<file path="src/rtl/prga_enc_if.sv">
// Start handshake plus the single-port S, pt and ct RAM ports used by prga_enc.
interface prga_enc_if;
  logic       en;
  logic       rdy;
  logic [7:0] s_addr;
  logic [7:0] s_rddata;
  logic [7:0] s_wrdata;
  logic       s_wren;
  logic [7:0] pt_addr;
  logic [7:0] pt_rddata;
  logic [7:0] ct_addr;
  logic [7:0] ct_wrdata;
  logic       ct_wren;

  // Engine side: drives addresses, write data, enables and rdy.
  modport slave (
    input  en, s_rddata, pt_rddata,
    output rdy, s_addr, s_wrdata, s_wren, pt_addr, ct_addr, ct_wrdata, ct_wren
  );

  // Environment side: issues en and returns RAM read data.
  modport master (
    output en, s_rddata, pt_rddata,
    input  rdy, s_addr, s_wrdata, s_wren, pt_addr, ct_addr, ct_wrdata, ct_wren
  );
endinterface

</file>
<file path="src/rtl/prga_enc.sv">
// ARC4 keystream encryptor: reads a length-prefixed pt buffer, XORs it with the
// PRGA keystream drawn from a pre-scheduled S RAM and writes a length-prefixed ct buffer.
module prga_enc (
  input  logic       clk,
  input  logic       rst_n,
  prga_enc_if.slave  bus
);

  typedef enum logic [3:0] {
    IDLE, LEN_A, LEN_D, WR_LEN,
    SI_A, SI_D, SJ_A, SJ_D,
    WR_I, WR_J, PAD_A, PAD_D, WR_CT
  } state_t;

  state_t     state, state_nx;
  logic [7:0] i, j, k, len;
  logic [7:0] si, sj, pad, pt_byte;

  // State register.
  always_ff @(posedge clk or negedge rst_n) begin
    // NOTE: sequential state uses <= so every register samples pre-edge values.
    if (!rst_n) state <= IDLE;
    else        state <= state_nx;
  end

  // Next-state and Moore output decode; outputs are pure functions of state so
  // an asynchronous reset drops every enable and address immediately.
  always_comb begin
    // NOTE: every output gets a default before the case so no path can infer a latch.
    state_nx      = state;
    bus.rdy       = 1'b0;
    bus.s_addr    = 8'd0;
    bus.s_wrdata  = 8'd0;
    bus.s_wren    = 1'b0;
    bus.pt_addr   = 8'd0;
    bus.ct_addr   = 8'd0;
    bus.ct_wrdata = 8'd0;
    bus.ct_wren   = 1'b0;
    unique case (state)
      IDLE: begin
        bus.rdy = 1'b1;
        if (bus.en) state_nx = LEN_A;
      end
      LEN_A: begin
        bus.pt_addr = 8'd0;
        state_nx    = LEN_D;
      end
      LEN_D: state_nx = WR_LEN;
      WR_LEN: begin
        bus.ct_addr   = 8'd0;
        bus.ct_wrdata = len;
        bus.ct_wren   = 1'b1;
        state_nx      = (len == 8'd0) ? IDLE : SI_A;
      end
      SI_A: begin
        bus.s_addr = i + 8'd1;
        state_nx   = SI_D;
      end
      SI_D: state_nx = SJ_A;
      SJ_A: begin
        bus.s_addr = j + si;
        state_nx   = SJ_D;
      end
      SJ_D: state_nx = WR_I;
      WR_I: begin
        bus.s_addr   = i;
        bus.s_wrdata = sj;
        bus.s_wren   = 1'b1;
        state_nx     = WR_J;
      end
      WR_J: begin
        bus.s_addr   = j;
        bus.s_wrdata = si;
        bus.s_wren   = 1'b1;
        state_nx     = PAD_A;
      end
      PAD_A: begin
        // Pre-swap si+sj equals post-swap S[i]+S[j], so no re-read is needed.
        bus.s_addr  = si + sj;
        bus.pt_addr = k;
        state_nx    = PAD_D;
      end
      PAD_D: state_nx = WR_CT;
      WR_CT: begin
        bus.ct_addr   = k;
        bus.ct_wrdata = pad ^ pt_byte;
        bus.ct_wren   = 1'b1;
        state_nx      = (k == len) ? IDLE : SI_A;
      end
      default: state_nx = IDLE;
    endcase
  end

  // Datapath: indices, captured RAM bytes and the buffer length.
  // k advances together with i at the start of each byte, so it already holds
  // the 1-based byte index by PAD_A/WR_CT and never passes 255.
  always_ff @(posedge clk or negedge rst_n) begin
    // NOTE: these are plain flops, not RAM storage, so they take the async reset too.
    if (!rst_n) begin
      i       <= 8'd0;
      j       <= 8'd0;
      k       <= 8'd0;
      len     <= 8'd0;
      si      <= 8'd0;
      sj      <= 8'd0;
      pad     <= 8'd0;
      pt_byte <= 8'd0;
    end else begin
      case (state)
        IDLE: if (bus.en) begin
          i <= 8'd0;
          j <= 8'd0;
          k <= 8'd0;
        end
        LEN_D: len <= bus.pt_rddata;
        SI_A: begin
          i <= i + 8'd1;
          k <= k + 8'd1;
        end
        SI_D: si <= bus.s_rddata;
        SJ_A: j  <= j + si;
        SJ_D: sj <= bus.s_rddata;
        PAD_D: begin
          pad     <= bus.s_rddata;
          pt_byte <= bus.pt_rddata;
        end
        default: ;
      endcase
    end
  end

endmodule

</file>
<file path="src/flat_wrapper.sv">
// flat-port wrapper written by rule: the top's interface ports become plain ports
module prga_enc_flat 
  (clk, rst_n, bus_en, bus_s_rddata, bus_pt_rddata, bus_rdy, bus_s_addr, bus_s_wrdata, bus_s_wren, bus_pt_addr, bus_ct_addr, bus_ct_wrdata, bus_ct_wren);
  prga_enc_if bus_i ();
  input  logic clk;
  input  logic rst_n;
  input wire logic [$bits(bus_i.en)-1:0] bus_en;
  input wire logic [$bits(bus_i.s_rddata)-1:0] bus_s_rddata;
  input wire logic [$bits(bus_i.pt_rddata)-1:0] bus_pt_rddata;
  output wire logic [$bits(bus_i.rdy)-1:0] bus_rdy;
  output wire logic [$bits(bus_i.s_addr)-1:0] bus_s_addr;
  output wire logic [$bits(bus_i.s_wrdata)-1:0] bus_s_wrdata;
  output wire logic [$bits(bus_i.s_wren)-1:0] bus_s_wren;
  output wire logic [$bits(bus_i.pt_addr)-1:0] bus_pt_addr;
  output wire logic [$bits(bus_i.ct_addr)-1:0] bus_ct_addr;
  output wire logic [$bits(bus_i.ct_wrdata)-1:0] bus_ct_wrdata;
  output wire logic [$bits(bus_i.ct_wren)-1:0] bus_ct_wren;
  assign bus_i.en = bus_en;
  assign bus_i.s_rddata = bus_s_rddata;
  assign bus_i.pt_rddata = bus_pt_rddata;
  assign bus_rdy = bus_i.rdy;
  assign bus_s_addr = bus_i.s_addr;
  assign bus_s_wrdata = bus_i.s_wrdata;
  assign bus_s_wren = bus_i.s_wren;
  assign bus_pt_addr = bus_i.pt_addr;
  assign bus_ct_addr = bus_i.ct_addr;
  assign bus_ct_wrdata = bus_i.ct_wrdata;
  assign bus_ct_wren = bus_i.ct_wren;
  prga_enc u_core (.clk(clk), .rst_n(rst_n), .bus(bus_i));
endmodule
</file>
<file path="config.mk">
export PLATFORM = sky130hd
export DESIGN_NAME = prga_enc_flat
export DESIGN_NICKNAME = d
export VERILOG_FILES = /design/src/rtl/prga_enc_if.sv /design/src/rtl/prga_enc.sv /design/src/flat_wrapper.sv
export SDC_FILE = /design/constraint.sdc
export NUM_CORES = 1
export LEC_CHECK = 0
export ABC_AREA = 1
export CORE_MARGIN = 2
export CORE_UTILIZATION = 55
export DETAILED_ROUTE_END_ITERATION = 16
export PLACE_DENSITY = 0.83
export SLEW_MARGIN = 20
export SYNTH_ARGS = -nofsm -noshare
export SYNTH_HDL_FRONTEND = slang
export SYNTH_SLANG_ARGS = --single-unit
</file>
<file path="constraint.sdc">
create_clock -name clk -period 2.7 [get_ports clk]
set_clock_uncertainty 0.2 [all_clocks]
set_input_delay 0.54 -clock clk [delete_from_list [all_inputs] [get_ports clk]]
set_output_delay 0.54 -clock clk [all_outputs]
set_load 0.05 [all_outputs]
</file>
# Word level (Yosys, flattened, before mapping)
# Cells that the tools add are included.
# word_totals
regBits,68
elab_cells,52
# op_classes
muxes,16
eq_ne,14
n_reduce_logical,8
n_addsub,4
n_bitwise,1
# op_table
operator,count
one-hot mux 8 bit (2 select lines),5
one-hot mux 4 bit (13 select lines),1
one-hot mux 8 bit (5 select lines),1
two-way mux 8 bit,3
"== test 4 bit, second input constant",5
"adder 8 x 1 -> 8 bit, second input constant",2
adder 8 bit,2
"== test 4 x 3 -> 1 bit, second input constant",4
"== test 4 x 2 -> 1 bit, second input constant",2
== test 8 bit,1
logical NOT 8 bit,1
bitwise XOR 8 bit,1
two-way mux 3 bit,2
"== test 4 x 1 -> 1 bit, second input constant",1
logical NOT 4 bit,1
two-way mux 4 bit,1
AND reduction 2 bit,2
nonzero test 2 bit,2
OR reduction 2 bit,2
two-way mux 1 bit,3
"!= test 2 bit, second input constant",1

# Longest topological paths before layout
# logic_depth
word_depth,3
depth_mapped,8

# Least setup slack after synthesis
# OpenSTA, ideal clock, no wires.
# synth_timing
path_type,register to output
start,reg u_core.state[1]
end,out bus_ct_wrdata[0]
t_arrival_ns,2.168
n_path_buf,2
required_ns,1.960
setup_slack_ns,-0.208
stages_incl_launch_ff,6
cell_sequence,dfrtp_1 -> buf_2 -> nor2_4 -> nand2_2 -> buf_2 -> o32ai_1
# synth_via
elab_chain_len,2
word_cells_on_any_way,3
# synth_lines
element,line_no,source
start: declaration,prga_enc.sv:15,"state_t state, state_nx;"
start signal: assignment,prga_enc.sv:23,else state <= state_nx;
== test 4 bit or == test 4 x 2 -> 1 bit (tied branches),prga_enc.sv:39,unique case (state)
one-hot mux 8 bit (2 select lines) *,prga_enc.sv:39,
end: declaration,flat_wrapper.sv:16,output wire logic [$bits(bus_i.ct_wrdata)-1:0] bus_ct_wrdata;
# Mark *: on every way between the ends. The rest lies on a longest branch, timed or not.

# Final worst setup path
# layout_timing
start,reg u_core.si[0]
end,out bus_s_addr[2]
# layout_via
elab_chain_len,2
word_cells_on_any_way,3
# layout_lines
element,line_no,source
start: declaration,prga_enc.sv:17,"logic [7:0] si, sj, pad, pt_byte;"
start signal: assignment,prga_enc.sv:120,SI_D: si <= bus.s_rddata;
"adder 8 bit, on equally long branches","prga_enc.sv:79, prga_enc.sv:61",
one-hot mux 8 bit (5 select lines) *,prga_enc.sv:39,
end: declaration,flat_wrapper.sv:11,output wire logic [$bits(bus_i.s_addr)-1:0] bus_s_addr;
# Marked as above.

==> impl_metrics.tcl <==
set metrics [dict create \
    status "finished, violations left" \
    failed_checks "setup timing" \
    ys.flop_type "dfrtp_1" \
    maxCapViolations 0 \
    synth_area_leaders "dfrtp_1 41%, nand2_1 11%, inv_1 7.2%" \
    clock_latency_ns 0.37 \
    synth.distinct_cells 40 \
    antenna_found_initial 0 \
    regArea_um2 1710 \
    yosysMostFrequentCell "nand2_1" \
    yosysTopAreaCell "dfrtp_1" \
    nets 681 \
    finalNonFillerCells 747 \
    fin_setup_tns_ns -0.722 \
    synth-edff-count 0 \
    min_path_type "flip-flop to flip-flop" \
    setup_viol 6 \
    pwr_density_cell_nw_per_um2 1280 \
    diodes 0 \
    multiInputGateArea_um2 2510 \
    grt_overflow 0 \
    final_layout_size_suffix_gt1_frac 0.306 \
    syn-cell-area_um2 4150 \
    hold_viol 0 \
    core-area_um2 7290 \
    die_width_um 90.9 \
    path_cells "ha_4 -> fa_2 -> or2_4 -> nand3_2 -> o2111ai_4 -> buf_12" \
    die_y_um 90.9 \
    path_class "flip-flop to output port" \
    vias 4564 \
    rsz0062_at_grt "true" \
    crit_slowest_cell "dfrtp_2" \
    synth_seq_cells 68 \
    dp_worst_setup_slack_ns 0.0569 \
    cts_tree "built" \
    grt_usage 0.330 \
    max_stage_delay_ns 0.46 \
    period_share 1.06 \
    synth.avg_cell_area_um2 7.58 \
    grt_pass1_vias 4452 \
    ys_seq_area_frac 0.410 \
    ant_nets 0 \
    h-tree-depth 3 \
    dr.first_iter.drc_count 424 \
    clock-sinks 68 \
    leakagePower_nw 2.85 \
    dp_hpwl_um 8870 \
    cts_buffers 9 \
    worstPathArrival_ns 2.12 \
    yosysTopAreaCellShare 0.410 \
    grt_pass1_wl_um 21500 \
    ir_drop_mv 0.803 \
    timing.fmax_mhz 349 \
    die_area_um2 8260 \
    ios 62 \
    min_period_ns 2.86 \
    area_delta_synth_final_pct 49.3 \
    nFillCells 409 \
    slew_headroom 0.625 \
    crit_path_start_kind "flip-flop" \
    initial_utilization 0.569 \
    critPathMaxFanout 4 \
    dpl.cell_count 702 \
    r2r_setup_slack_ns 0.77 \
    clock_path_buffers 2 \
    synth_cells 548 \
    ys_top_cells_by_count "126 x nand2_1, 80 x inv_1, 68 x dfrtp_1, 50 x nor2_1, 43 x o21ai_0" \
    grt_max_degree 54 \
    critPathRequiredTime_ns 1.96 \
    synth_warnings 0 \
    remaining_drc_errors 0 \
    synth_nets 585 \
    critPathCaptureType "output port" \
    routed_wl_um 14500 \
    via_per_inst 6.11 \
    wire_per_inst_um 19.4 \
    port-buffer-count 61 \
    synthArstFlopShare 1.00 \
    setup_ws_ns -0.162 \
    tightest_slew_ns 0.561 \
    gp_congestion 0.943 \
    root_buffer "clkbuf_8" \
    clkSlewWorstSetupHoldPaths_ns 0.08 \
    rows 31 \
    drv_slew 0 \
    drt-pass1-iter-count 5 \
]
## critical path: cells and delay by family, from the launching register on
family                   cells  cell delay (ns)
AO/OA/AOI/OAI                1             0.12
flip-flops                   1             0.46
adder cells (fa/ha/maj)      2             0.62
AND/OR/NAND/NOR              2             0.36
buffers and inverters        1             0.18
## metal layers
layer  track usage  wire (um)  vias to the layer above
met4         0.194        826                        0
met2         0.598       7500                      305
met5             0          0                        -
met1         0.357       5050                     2169
li1              -          -                     2000
met3        0.0626       1090                       90
## logic make-up (layout without fill, tap and decap cells)
| logic type | count (synthesis) | in the layout | share of synthesized area |
|---|---|---|---|
| buffers and inverters | 99 | 199 | 0.0958 |
| xor gates and xnor gates | 5 | 5 | 0.0105 |
| DFF | 68 | 68 | 0.410 |
| and+or+nand+nor | 245 | 245 | 0.263 |
| AOI/OAI and AO/OA | 113 | 113 | 0.163 |
| adders and majority gates | 18 | 18 | 0.0578 |
## repair_timing
action | 4_1_cts | 5_1_grt
hold buffers | 1 | 0
setup endpoints to repair | 18 | 32
gates resized for setup | 52 | 47
endpoints found under the hold margin | 15 | 0
pin swaps | 12 | 30
buffers inserted | 13 | 16
## state kept, by name, indices dropped and copies added (netlist names)
name and flops:
u_core.len 8, u_core.j 8, u_core.i 8, u_core.sj 8, u_core.pt_byte 8, u_core.pad 8, u_core.k 8, u_core.si 8
u_core.state 4
## layout by cell type, fill, tap and decap left out, types with 2 or more instances in the layout
| cell type | n |
|---|---|
| nand3_1 | 16 |
| nand2_4 | 4 |
| nand3_2 | 15 |
| or2_4 | 3 |
| o21ai_0 | 41 |
| clkbuf_1 | 3 |
| xor2_1 | 3 |
| clkbuf_8 | 10 |
| o21ai_1 | 15 |
| o22ai_1 | 13 |
| nor2_4 | 6 |
| o32ai_2 | 8 |
| nand4_1 | 12 |
| a32o_1 | 8 |
| nand2_1 | 114 |
| nor2_1 | 44 |
| a21oi_1 | 13 |
| o21ai_2 | 3 |
| nor2_2 | 6 |
| inv_2 | 4 |
| ha_1 | 2 |
| xnor2_1 | 2 |
| nand2_2 | 16 |
| dfrtp_1 | 58 |
| a21oi_2 | 5 |
| fa_2 | 2 |
| clkdlybuf4s50_1 | 17 |
| nor3_1 | 2 |
| inv_1 | 80 |
| inv_4 | 4 |
| buf_4 | 31 |
| buf_12 | 45 |
| ha_4 | 14 |
| dfrtp_2 | 10 |
| nand3b_1 | 2 |
## path summary, 6_finish.rpt
kind / startpoint / depth (start not counted) / end
min reg2reg: u_core.pad[6]$_DFFE_PN0P_ / 2 / u_core.pad[6]$_DFFE_PN0P_
max in group asynchronous: rst_n / 3 / u_core.state[1]$_DFFE_PN0P_
max reg2reg: u_core.state[3]$_DFFE_PN0P_ / 7 / u_core.state[2]$_DFFE_PN0P_
min in group asynchronous: rst_n / 2 / u_core.j[5]$_DFFE_PN0P_
min: u_core.pad[6]$_DFFE_PN0P_ / 2 / u_core.pad[6]$_DFFE_PN0P_
max: u_core.si[0]$_DFFE_PN0P_ / 6 / bus_s_addr[2]
## power by group
| part | leakage (nW) | total, W | switching (W) | internal [W] |
|---|---|---|---|---|
| registers | 0.843 | 0.00211 | 0.000618 | 0.00150 |
| logic | 1.92 | 0.00497 | 0.00286 | 0.00211 |
| clock network | 0.0935 | 0.000854 | 0.000406 | 0.000447 |
| total | 2.85 | 0.00794 | 0.00388 | 0.00406 |
## area by class of cell
class,instances,share of cell area
Sequential cell,68,0.276
Clock buffer,13,0.0240
Tap cell,99,0.0200
Clock inverter,2,0.00565
Multi-Input combinational cell,381,0.405
Inverter,88,0.0549
Timing Repair Buffer,96,0.214
## through the flow
step	total power (W)	area (um2)	utilization	hold WS, ns
6_report	0.00794	6200	0.850	0.318
5_1_grt	0.00830	6200	0.850	0.348
4_1_cts	0.00703	5870	0.805	0.323
3_5_place_dp	0.00554	5290	0.726	0.298
3_3_place_gp	0.00539	5290	0.726	0.289
2_1_floorplan	0.00430	4160	-	0.0444
(Power assumes the default switching activity.)
